## src/rtl/featuremap_layer_sequencer.sv

```systemverilog
// Featuremap layer sequencer: walks one zero-padded (WIDTH+2)^2 raster across CH lockstep FIFOs and
// masks the conv stream to WIDTH*WIDTH real outputs. Macro FEATUREMAP_SEQ_STALL_CNT_EN adds stall_cnt.
module featuremap_layer_sequencer #(
    parameter int CH    = 8,
    parameter int WIDTH = 56,
    parameter int CW    = 12
) (
    input  logic          clk,
    input  logic          rst,
    input  logic          start,
    input  logic [CH-1:0] fifo_empty,
    output logic          fifo_rdreq,
    output logic          pix_valid,
    output logic          pix_pad,
    input  logic          conv_valid,
    output logic          out_valid,
    output logic          busy,
    output logic          done,
    output logic [CW-1:0] out_cnt
`ifdef FEATUREMAP_SEQ_STALL_CNT_EN
    ,
    output logic [CW+8-1:0] stall_cnt
`endif
);
    typedef enum logic [1:0] {
        ST_IDLE  = 2'd0,
        ST_FEED  = 2'd1,
        ST_DRAIN = 2'd2,
        ST_DONE  = 2'd3
    } state_t;

    localparam logic [CW-1:0] LAST_POS  = CW'(WIDTH + 1);
    localparam logic [CW-1:0] OUT_TOTAL = CW'(WIDTH * WIDTH);
    localparam logic [CW-1:0] OC_FIRST  = CW'(2);
    localparam logic [CW-1:0] CNT_ONE   = CW'(1);

    state_t        state_r;
    state_t        next_state_s;
    logic [CW-1:0] row_r;
    logic [CW-1:0] col_r;
    logic [CW-1:0] oc_r;
    logic          armed_r;

    logic feed_s;
    logic active_s;
    logic border_s;
    logic data_ok_s;
    logic issue_s;
    logic last_pix_s;
    logic start_ok_s;
    logic frame_full_s;
    logic clear_s;

    assign feed_s       = (state_r == ST_FEED);
    assign active_s     = (state_r == ST_FEED) || (state_r == ST_DRAIN);
    assign border_s     = (row_r == {CW{1'b0}}) || (row_r == LAST_POS) ||
                          (col_r == {CW{1'b0}}) || (col_r == LAST_POS);
    assign data_ok_s    = ~|fifo_empty;
    assign issue_s      = feed_s && (border_s || data_ok_s);
    assign last_pix_s   = (row_r == LAST_POS) && (col_r == LAST_POS);
    // A start seen on the first edge after reset release is dropped: reset wins.
    assign start_ok_s   = start && armed_r && (state_r == ST_IDLE);
    assign frame_full_s = (out_cnt == OUT_TOTAL);
    assign clear_s      = start_ok_s || (state_r == ST_DONE);

    // Arms start acceptance one cycle after reset release
    always_ff @(posedge clk or negedge rst) begin
        if (!rst) armed_r <= 1'b0;
        else      armed_r <= 1'b1;
    end

    // State register
    always_ff @(posedge clk or negedge rst) begin
        if (!rst) state_r <= ST_IDLE;
        else      state_r <= next_state_s;
    end

    // Next-state logic
    always_comb begin
        next_state_s = state_r;
        case (state_r)
            ST_IDLE: begin
                if (start_ok_s) next_state_s = ST_FEED;
                else            next_state_s = ST_IDLE;
            end
            ST_FEED: begin
                if (issue_s && last_pix_s) next_state_s = ST_DRAIN;
                else                       next_state_s = ST_FEED;
            end
            ST_DRAIN: begin
                if (frame_full_s || (out_valid && out_cnt == OUT_TOTAL - CNT_ONE))
                    next_state_s = ST_DONE;
                else
                    next_state_s = ST_DRAIN;
            end
            ST_DONE: next_state_s = ST_IDLE;
            default: next_state_s = ST_IDLE;
        endcase
    end

    // Output decode; rdreq and pix_valid must share the cycle with the FIFO show-ahead data
    always_comb begin
        pix_valid  = issue_s;
        pix_pad    = feed_s && border_s;
        fifo_rdreq = feed_s && !border_s && data_ok_s;
        out_valid  = conv_valid && active_s && (oc_r >= OC_FIRST);
        busy       = (state_r != ST_IDLE);
        done       = (state_r == ST_DONE);
    end

    // Padded raster scan position, column fastest
    always_ff @(posedge clk or negedge rst) begin
        if (!rst) begin
            row_r <= {CW{1'b0}};
            col_r <= {CW{1'b0}};
        end else if (clear_s) begin
            row_r <= {CW{1'b0}};
            col_r <= {CW{1'b0}};
        end else if (issue_s) begin
            if (col_r == LAST_POS) begin
                col_r <= {CW{1'b0}};
                row_r <= row_r + CNT_ONE;
            end else begin
                col_r <= col_r + CNT_ONE;
            end
        end else begin
            row_r <= row_r;
            col_r <= col_r;
        end
    end

    // Output column tracker; the first two columns of each row are wraparound windows
    always_ff @(posedge clk or negedge rst) begin
        if (!rst) begin
            oc_r <= {CW{1'b0}};
        end else if (clear_s) begin
            oc_r <= {CW{1'b0}};
        end else if (active_s && conv_valid) begin
            if (oc_r == LAST_POS) oc_r <= {CW{1'b0}};
            else                  oc_r <= oc_r + CNT_ONE;
        end else begin
            oc_r <= oc_r;
        end
    end

    // Real output count; holds its final value until the next accepted start
    always_ff @(posedge clk or negedge rst) begin
        if (!rst) begin
            out_cnt <= {CW{1'b0}};
        end else if (start_ok_s) begin
            out_cnt <= {CW{1'b0}};
        end else if (out_valid && !frame_full_s) begin
            out_cnt <= out_cnt + CNT_ONE;
        end else begin
            out_cnt <= out_cnt;
        end
    end

`ifdef FEATUREMAP_SEQ_STALL_CNT_EN
    logic stall_hit_s;
    assign stall_hit_s = feed_s && !border_s && !data_ok_s;

    // Saturating count of interior cycles stalled on an empty FIFO
    always_ff @(posedge clk or negedge rst) begin
        if (!rst) begin
            stall_cnt <= {(CW+8){1'b0}};
        end else if (start_ok_s) begin
            stall_cnt <= {(CW+8){1'b0}};
        end else if (stall_hit_s && (stall_cnt != {(CW+8){1'b1}})) begin
            stall_cnt <= stall_cnt + {{(CW+7){1'b0}}, 1'b1};
        end else begin
            stall_cnt <= stall_cnt;
        end
    end
`endif

endmodule

```

## config.mk

```make
export PLATFORM = sky130hd
export DESIGN_NAME = featuremap_layer_sequencer
export DESIGN_NICKNAME = d
export VERILOG_FILES = /design/src/rtl/featuremap_layer_sequencer.sv
export SDC_FILE = /design/constraint.sdc
export NUM_CORES = 1
export LEC_CHECK = 0
export CORE_ASPECT_RATIO = 0.9
export CORE_UTILIZATION = 52
export CTS_BUF_LIST = sky130_fd_sc_hd__clkbuf_16
export DETAILED_ROUTE_END_ITERATION = 10
export MAX_ROUTING_LAYER = met4
export PLACE_DENSITY = 0.76
export SLEW_MARGIN = 10
export SYNTH_ARGS = -nofsm -noshare
export SYNTH_HDL_FRONTEND = slang
export SYNTH_SLANG_ARGS = --single-unit
```

## constraint.sdc

```tcl
create_clock -name clk -period 2.1 [get_ports clk]
set_input_delay 0.42 -clock clk [delete_from_list [all_inputs] [get_ports clk]]
set_output_delay 0.42 -clock clk [all_outputs]
set_load 0.005 [all_outputs]
```

After elaboration in Yosys (flattened, before gate mapping):

Index checks and enable logic that the tools add are counted.

* register bits after elaboration: 51
* input bits: 12
* word-level logic and storage cells: 66

* add/subtract/negate cells: 4
* order comparisons: 1
* equality and inequality tests: 8
* muxes and demuxes: 15
* reductions and logical operators: 32

Operators with widths (number)
* two-way mux 12 bit: 11
* adder 12 x 1 -> 12 bit, second input constant: 4
* == test 12 x 6 -> 1 bit, second input constant: 3
* == test 12 bit, second input constant: 2
* zero test 12 bit: 2
* >= comparator 12 x 2 -> 1 bit, second input constant: 1
* logical AND 1 bit: 12
* nonzero test 2 bit: 5
* one-hot mux 2 bit (4 select lines): 1
* OR reduction 8 bit: 1
* logical OR 1 bit: 7
* == test 2 bit, second input constant: 2
* zero test 1 bit: 3
* == test 2 x 1 -> 1 bit, second input constant: 1
* zero test 2 bit: 1
* two-way mux 1 bit: 2
* two-way mux 2 bit: 1
* AND reduction 2 bit: 1

Logic depth before layout (Yosys ltp):

Gate-level depths: netlist of the first run.

* depth in word-level cells: 9
* depth in mapped cells: 10
* mapped depth without buffers: 8

Least setup slack after synthesis of the first run:

Ideal clock, no wire load.

* kind: flip-flop to flip-flop
* from: register state_r[0]
* to: register col_r[10]
* arrival: 2.117 ns
* required time: 1.978 ns
* setup slack: -0.138 ns
* cell stages (with the launch flop): 11
* buffers on the path: 3
* path through: dfrtp_1 inv_1 ha_1 and3_1 clkbuf_1 or2_2 clkbuf_1 nor2_1 clkbuf_1 nand2_1 a32o_1

* word-level cells in the longest chain between the ends: 4

RTL lines
* from (decl): line 37 `state_t state_r;`
* from (signal assigned): line 75 `else state_r <= next_state_s;`
* zero test 2 bit: line 62 `assign start_ok_s = start && armed_r && (state_r == ST_IDLE);`
* logical AND 1 bit: line 62
* logical OR 1 bit: line 64 `assign clear_s = start_ok_s || (state_r == ST_DONE);`
* two-way mux 12 bit or nonzero test 2 bit (tied branches)
* to (signal assigned): line 115 `col_r <= {CW{1'b0}};`
* to (signal assigned): line 118 `col_r <= {CW{1'b0}};`
* to (signal assigned): line 121 `col_r <= {CW{1'b0}};`
* to (decl): line 40 `logic [CW-1:0] col_r;`

Several ways; a longest one is shown, not always the timed one.
A chain may end at the register's enable or synchronous reset.

Worst setup path after layout of the first run:

* from: register row_r[0]
* to: output port fifo_rdreq

* word-level cells in the longest chain between the ends: 7

RTL lines
* from (decl): line 39 `logic [CW-1:0] row_r;`
* from (signal assigned): line 114 `row_r <= {CW{1'b0}};`
* from (signal assigned): line 117 `row_r <= {CW{1'b0}};`
* from (signal assigned): line 122 `row_r <= row_r + CNT_ONE;`
* == test 12 x 6 -> 1 bit or zero test 12 bit (tied branches): line 56 `assign border_s = (row_r == {CW{1'b0}}) || (row_r == LAST_POS) ||`
* logical OR 1 bit * (2 in series): line 56
* logical OR 1 bit *: line 57 `(col_r == {CW{1'b0}}) || (col_r == LAST_POS);`
* zero test 1 bit *: line 105 `fifo_rdreq = feed_s && !border_s && data_ok_s;`
* logical AND 1 bit * (2 in series): line 105
* to (decl): line 12 `output logic fifo_rdreq,`

Every way passes the cells marked *; elsewhere a longest branch is shown, timed or not.

==> out/metrics.cfg, run 1 <==
[synth]
synth_edf_count = 0
synth_top_family_by_area = simple AND/OR/NAND/NOR gates
synth-xor-area-share = 0.03640
synthSimpleGateAreaFrac = 0.2836
synth.distinct_cells = 51
syn_area_sq_um = 3128
synth_mux_area_frac = 0.03080
ys_seq_area_frac = 0.4080
syn_nets = 374
ys.warnings.count = 0
synthArstFlopShare = 1.000
synth.avg_cell_area_sq_um = 9.040
synth_compound_area_frac = 0.1400
synthFlopType = dfrtp_1
synth-seq-cells = 51
synth_adder_area_share = 0.06400
netlist_instances = 346

[global_route]
antenna_found_initial = 0
grt_pass1_vias = 2812
grt_pass1_wl_microns = 13140
grt_max_degree = 22
grt_usage = 0.2663
grt-ovfl-total = 0

[setup_path]
path_delay_family = simple AND/OR/NAND/NOR gates
path_buf_inv = 3
critPathSlowestCell = or4b_4
path_cells = inv_2 > ha_4 > or4b_4 > a211oi_4 > buf_4 > nor3_2 > buf_2
max_stage_delay_ns = 0.47
end_kind = primary output
worst_ep_required_time_ns = 1.68
crit_fanout = 2
critPathLaunchType = flip-flop
critPathKind = flip-flop to primary output
critPathArrivalTime_ns = 1.97

[layout]
layout_common_cells = buf_4, dfrtp_1, nand2_1
finalNonFillerCells = 527
layout.nets = 484
area_growth_pct = 42.56
multi_input_area_sq_um = 1937
final_common_cell = buf_4
final_area_sq_um = 4459
drive_above_1_share = 0.2954
regArea_sq_um = 1277
fillers = 377
diodes = 0
utilization = 0.7788

[clock_network]
htree_levels = 2
cts_tree = done
numCtsBuffers = 5
cts_root_buf = clkbuf_16
clock_path_buffers = 2
path_clk_slew_ns = 0.07
numClockSinks = 51
clk_latency_ns = 0.29

[die]
die_h_microns = 75.58
fp.dieW_microns = 83.76
rows = 26
io_pins = 30
die_area_sq_um = 6330
core-area_sq_um = 5725
start_util = 0.5463

[detailed_routing]
first_pass_iters = 4
ant_nets = 0
drtIter0Drc = 222
drc = 0
routedWlPerCell_microns = 15.64
viasPerCell = 5.844
vias = 3080
finalWirelength_microns = 8242

[placed_design]
dp_cells = 508
gp_congestion = 0.8693
hpwl_microns = 5625
io_buffers = 29
placed_area_sq_um = 4049

[timing]
skew_ns = 0.006400
min_period_ns = 2.395
maxSlewViolCount = 0
setup_violations = 9
fin_tns_setup_ns = -1.247
rsz0062_at_grt = true
max_freq_mhz = 417.6
fin_ws_ns = -0.2948
fin_crit_sh = 1.140
final-hold-violation-count = 0

[power]
power_density_nw_per_um2 = 544.2
power_mw = 2.427
ir_worst_vdd_mv = 0.4447
power_leakage_nw = 2.036

[run_status]
status = complete, but fails checks
violations = negative setup slack

[min_path]
worstHoldPathType = input pin to async pin

[run]
maxCapViolations = 0

## worst paths after layout
| path | startpoint | to | slack, ns | cells after the start |
|---|---|---|---|---|
| worst max-delay path | row_r[0] | fifo_rdreq | -0.29 | 7 |
| worst min-delay path | rst | out_cnt[0] | 0.05 | 1 |
| worst max register to register | row_r[0] | col_r[4] | -0.09 | 8 |
| worst min register to register | oc_r[11] | oc_r[11] | 0.49 | 1 |
| max in group asynchronous | rst | col_r[7] | 1.41 | 2 |
| min in group clk | oc_r[11] | oc_r[11] | 0.49 | 1 |
## power by group
part / internal (mW) / switching [mW]
Clock: 0.436 / 0.364
Combinational: 0.283 / 0.294
Sequential: 1.02 / 0.0291
## stage by stage
stage               setup slack (ns)  hold slack [ns]
global placement             -0.3336           0.3779
finish                       -0.2948          0.04824
global route                 -0.3573          0.06932
detailed placement           -0.3625           0.3684
CTS                          -0.2556          0.05639
floorplan                   -0.01413           0.1244
## layout make-up
cell class / instances / share of cell area
clock buffers: 5 / 0.02806
clock inverters: 3 / 0.003648
inverters: 14 / 0.01178
multi-input cells: 268 / 0.4343
flip-flops and latches: 51 / 0.2865
well taps: 70 / 0.01964
repair buffers: 116 / 0.2160
## cell usage after synthesis (all sizes together), types with 8 or more instances
cell type,instances,area [sq um]
or3,11,73.82
inv,14,52.55
dfrtp,51,1276
nand4,13,81.33
o31ai,10,75.07
nand2,35,131.4
ha,16,200.2
nor4,9,77.57
a21oi,13,65.06
nand3,17,85.08
and3,9,56.30
nor2,32,120.1
clkbuf,8,30.03
o21ai,20,100.1
## registers in the layout (all words and copies together) (netlist names), named ones only
| signal | flops |
|---|---|
| col_r | 12 |
| armed_r | 1 |
| state_r | 1 |
| out_cnt | 12 |
| row_r | 12 |
| oc_r | 12 |
## repair_timing
action                     4_1_cts  5_1_grt
pin swaps                        9       10
gates cloned                     0        1
setup endpoints to repair       16       30
resized for setup               31       30
buffers inserted                 6        6
hold buffers                     0        0
## logic make-up (layout without fill, tap and decap cells)
family	count (synthesis)	after routing
adders and majority gates	16	16
AOI/OAI and AO/OA	67	67
xor gates and xnor gates	13	13
muxes	9	9
buffers and inverters	27	138
and+or+nand+nor	162	162
other	1	1
DFF	51	51
## per-layer routing
layer / up-vias / routed length [microns] / global-route usage
met5: - / 0 / -
met4: 0 / 128 / 0.07345
met3: 15 / 401 / 0.03792
met2: 109 / 3976 / 0.4453
met1: 1466 / 3735 / 0.3455
li1: 1490 / - / -
Power figures use the tool's default switching activity.
==> inputs of run 2 (changes only) <==
--- a/config.mk
+++ b/config.mk
@@ -5,7 +5,7 @@
 export SDC_FILE = /design/constraint.sdc
 export NUM_CORES = 1
 export LEC_CHECK = 0
-export CORE_ASPECT_RATIO = 0.9
+export CORE_ASPECT_RATIO = 1.5
 export CORE_UTILIZATION = 52
 export CTS_BUF_LIST = sky130_fd_sc_hd__clkbuf_16
 export DETAILED_ROUTE_END_ITERATION = 10
==> out/metrics.cfg, run 2 (synthesis gave the netlist of run 1 again) <==
[clock_network]
numCtsBuffers = 5  ; unchanged
clock_path_buffers = 2  ; unchanged
path_clk_slew_ns = 0.07  ; about the same
cts_tree = done
htree_levels = 2  ; unchanged
cts_root_buf = clkbuf_16
numClockSinks = 51  ; unchanged
clk_latency_ns = 0.29  ; about the same

[run_status]
status = complete, but fails checks
violations = negative setup slack

[timing]
fin_ws_ns = -0.3395  ; -0.04473 ns
maxSlewViolCount = 0  ; unchanged
worst_pin_slew_ns = 0.6708
skew_ns = 0.006747  ; +0.0003470 ns
slew_headroom = 0.5528
final-hold-violation-count = 0  ; unchanged
max_freq_mhz = 409.9  ; -1.8%
rsz0062_at_grt = true
fin_crit_sh = 1.162  ; +0.02130
min_period_ns = 2.440  ; +0.04473 ns
setup_violations = 18  ; +9

[setup_path]
worst_ep_required_time_ns = 1.68  ; about the same
timing.rr.end = col_r[4]
crit_fanout = 2  ; unchanged
rr_worst_depth = 10  ; +2
critPathKind = flip-flop to primary output
end_kind = primary output
rrSetupSlack_ns = -0.30  ; -0.21 ns
worstSetupEndpoint = pix_valid
critPathLaunchType = flip-flop
critPathArrivalTime_ns = 2.02  ; +0.05 ns
critPathLaunch = row_r[1]
r2r-start = row_r[1]

[detailed_routing]
drtIter0Drc = 245  ; +10%
drc = 0  ; unchanged
viasPerCell = 6.026  ; +3.1%
routedWlPerCell_microns = 17.84  ; +14%
ant_nets = 0  ; unchanged
finalWirelength_microns = 9491  ; +15%
first_pass_iters = 5  ; +1
vias = 3206  ; +4.1%

[power]
switching_share = 0.2893  ; +0.006093
p_switching_mw = 0.7225  ; +5.1%
pwr-share-comb = 0.250  ; +0.012
power_mw = 2.498  ; +2.9%
ir_worst_vdd_mv = 0.5571  ; +25%
pwr-share-seq = 0.420  ; -0.012
power_leakage_nw = 2.050  ; +0.67%
p_clk_frac = 0.330  ; about the same
power_density_nw_per_um2 = 554.8  ; +1.9%
p_int_mw = 1.775  ; +2.0%

[die]
rows = 34  ; +31%
io_pins = 30  ; unchanged
start_util = 0.5407  ; -0.005671
core-area_sq_um = 5786  ; +1.0%
fp.dieW_microns = 65.33  ; -22%
die_area_sq_um = 6336  ; about the same
die_h_microns = 96.99  ; +28%

[layout]
utilization = 0.7781  ; about the same
final_common_cell = buf_4
area_growth_pct = 43.92
layout_common_cells = buf_4, dfrtp_1, nor2_1, nand2_1, clkdlybuf4s50_1
drive_above_1_share = 0.3087  ; +0.01329
layout.nets = 487  ; +0.62%
final_area_sq_um = 4502  ; +0.95%
diodes = 0  ; unchanged

[global_route]
antenna_found_initial = 0  ; unchanged
grt_max_degree = 52  ; +140%
grt_pass1_vias = 3156  ; +12%
grt_pass1_wl_microns = 14590  ; +11%
grt-ovfl-total = 0  ; unchanged
grt_usage = 0.3023  ; +0.03596

[placed_design]
gp_congestion = 0.8937  ; +2.8%
io_buffers = 29  ; unchanged
placed_area_sq_um = 4089  ; +0.99%
dp_slack_ns = -0.3342  ; +0.02836 ns
hpwl_microns = 5725  ; +1.8%

[min_path]
worstHoldPathType = input pin to async pin

[run]
maxCapViolations = 0  ; unchanged

-- run 2: layout make-up --
type                    count  area [sq um]
flip-flops and latches     51          1277
repair buffers            119         992.2
clock buffers               5         125.1
well taps                  72         90.09
fillers                   376          1284
multi-input cells         268          1944
inverters                  14         52.55
clock inverters             3         20.02
-- run 2: how the worst min path moves through the flow --
stage,startpoint,end,slack [ns],cells past startpoint
after floorplan,rst,async pin,0.12,0
after global placement,oc_r[11],oc_r[11],0.46,1
after detailed placement,oc_r[11],oc_r[11],0.46,1
after CTS,rst,col_r[6],0.27,2
after global routing,rst,col_r[6],0.31,2
final,rst,col_r[6],0.24,2
-- run 2: worst max-delay path, stage by stage (launching register included) --
cell and delay (ns):
dfrtp_1 0.41, inv_2 0.09, ha_4 0.12, or4b_4 0.46
a211oi_4 0.25, o21ai_2 0.10, buf_4 0.14, nand2_2 0.04
buf_2 0.11
-- run 2: what timing repair did --
action | CTS | global route
pin swaps | 8 | 6
endpoints found under the setup margin | 12 | 29
hold buffers | 0 | 0
gates resized for setup | 44 | 22
setup buffers | 8 | 3
cloned | 1 | 0
-- run 2: power groups by stage --
stage / Sequential, mW / Clock, mW / Combinational (mW)
floorplan: 1.08 / 0 / 0.233
global placement: 1.06 / 0 / 0.512
detailed placement: 1.07 / 0 / 0.527
CTS: 1.05 / 0.828 / 0.584
global route: 1.05 / 0.869 / 0.677
finish: 1.05 / 0.824 / 0.624
-- run 2: per-stage QoR --
step / std cells / setup TNS (ns) / hold WS (ns)
floorplan: 346 / -0.02427 / 0.1244
global placement: 515 / -1.259 / 0.4623
detailed placement: 515 / -1.772 / 0.4642
CTS: 531 / -3.020 / 0.2671
global route: 532 / -4.816 / 0.3077
finish: 532 / -3.435 / 0.2447
-- run 2: metal layers --
layer / GRT usage / part of all wire
met2: 0.5234 / 0.54
met1: 0.3565 / 0.38
met5: - / 0
met4: 0.09699 / 0.033
met3: 0.03538 / 0.041
==> edit: new RTL, settings of run 1 <==
Re-encode `state_t` (4 states) as one-hot, 4 bits wide.
--- a/src/rtl/featuremap_layer_sequencer.sv
+++ b/src/rtl/featuremap_layer_sequencer.sv
@@ -23,9 +23,9 @@
 `endif
 );
-    typedef enum logic [1:0] {
-        ST_IDLE  = 2'd0,
-        ST_FEED  = 2'd1,
-        ST_DRAIN = 2'd2,
-        ST_DONE  = 2'd3
+    typedef enum logic [3:0] {
+        ST_IDLE  = 4'b0001,
+        ST_FEED  = 4'b0010,
+        ST_DRAIN = 4'b0100,
+        ST_DONE  = 4'b1000
     } state_t;
 
Function: same outputs for any inputs over 10 cycles, from zero or initial values and one cycle with rst low; not proved beyond that.
==> edit against run 1 <==
  * The flow still finishes with violations (setup timing)
  * Routed wire length rose by 14%
  * Sequential cell count up 2
  * Combinational power shrank 13%
  * Total power shrank 0.70%
  * Design area increased by 4.9%
  * Setup slack worse by 210 ps
  * Area after synthesis up 3.7%
  * Clock power increased by 2.9%
  * Critical path type unchanged
  * Largest cell class unchanged
==> edit: results (changes against run 1) <==
status: "finished, violations left"  # unchanged
violations: "setup timing"  # unchanged
vias_per_cell: 6.08  # was 5.84
place.gp.congestion: 0.840  # was 0.869
wire_per_inst_um: 17.7  # was 15.6 µm
groute.usage.overall_pct: 27.6  # was 26.6%
cts_buffers: 5  # unchanged
grt_pass1_vias: 2984  # was 2,812
drt_iter0_markers: 309  # was 222
timing.rr.end: "col_r[1]"  # was col_r[4]
clkCellAreaFrac_pct: 3.08  # was 3.17%
use_met1_pct: 36.4  # was 34.5%
synth_xor_xnor_area_share_pct: 6.21  # was 3.64%
grt_pass1_wl_um: 14000  # was 13,100 µm
endpoint: "pix_valid"  # was fifo_rdreq
inv_count: 13  # was 14
comb.multi_input.count: 261  # was 268
ys_top_cells_by_count: "dfrtp_1 (52), nor2_1 (30), nand3_1 (25)"  # was dfrtp_1 (51), nand2_1 (35), nor2_1 (32)
r2r_cells: 13  # was 8
htreeDepth: 2  # unchanged
postCtsSetupBuffers: 16  # was 6
sh_seq_area_pct: 28.4  # was 28.6%
setup_ws_ps: -504  # was -295 ps
multi_input_area_um2: 1970  # was 1940 µm²
tns_ps: -4020  # was -1250 ps
ff2ff_setup_slack_ps: -390  # was -90 ps
regArea_um2: 1330  # was 1280 µm²
path_max_fanout: 3  # was 2
dr_wl_met3_um: 440  # was 401 µm
synth_cell_types: 68  # was 51
crit_start: "col_r[1]"  # was row_r[0]
synthCells: 341  # was 346
final_util_pct: 79.9  # was 77.9%
synth_fa_ha_area_share_pct: 4.24  # was 6.40%
buf_share_pct: 23.5  # was 21.6%
arrival_ps: 2180  # was 1970 ps
use_met2_pct: 44.2  # was 44.5%
synth_mux_area_share_pct: 0.926  # was 3.08%
setup_violations: 28  # was 9
drt_wl_total_um: 9430  # was 8240 µm
routed-wl-met2_um: 4690  # was 3980 µm
buffers: 129  # was 116
dp.cells: 502  # was 508
synth_compound_area_share_pct: 14.9  # was 14.0%
p_leak_nw: 2.10  # was 2.04 nW
yosysSeqAreaShare_pct: 40.9  # was 40.8%
synth_area_leaders: "dfrtp_1 (40%), ha_1 (4.2%), nand3_1 (3.9%)"  # was dfrtp_1 (41%), ha_1 (6.4%), nand2_1 (4.2%)
placed_cell_area_um2: 4120  # was 4050 µm²
fin_skew_ps: 6.90  # was 6.40 ps
ctsResizeCount: 30  # was 31
design.seq.count: 53  # was 51
vdd_ir_drop_max_mv: 0.342  # was 0.445 mV
met3_usage_pct: 3.55  # was 3.79%
hpwlAfterDp_um: 5700  # was 5620 µm
grt_max_degree: 37  # was 22
syn_nets: 364  # was 374
drive_gt1_share_pct: 35.3  # was 29.5%
firstDrtPassIters: 5  # was 4
-- edit: cell count changes after synthesis, sizes merged, moves of 5 or more --
cell / run 1 / this run
nand2: 35 / 20
o21ai: 20 / 9
nand3: 17 / 25
or3: 11 / 5
xnor2: 6 / 12
ha: 16 / 11
o31ai: 10 / 5
-- edit: worst min path at each step --
stage                             to  from  slack (ps)
after floorplan              armed_r   rst         120
after global placement    out_cnt[3]   rst         390
after detailed placement  out_cnt[3]   rst         390
after CTS                 out_cnt[3]   rst          80
after global routing      out_cnt[9]   rst          90
final                     out_cnt[9]   rst          70
-- edit: power breakdown --
group / internal [mW] / total [mW] / switching (mW)
Sequential: 1.05 / 1.08 / 0.0292
Combinational: 0.263 / 0.504 / 0.241
Clock: 0.438 / 0.824 / 0.386
Total: 1.75 / 2.41 / 0.656
-- edit: critical path, stage by stage (launching register included) --
cell      delay (ps)
dfrtp_1          390
inv_2             80
ha_4             130
or4b_1           430
a211o_1          310
buf_6            130
a21oi_4          170
nand2b_4         160
buf_6            100
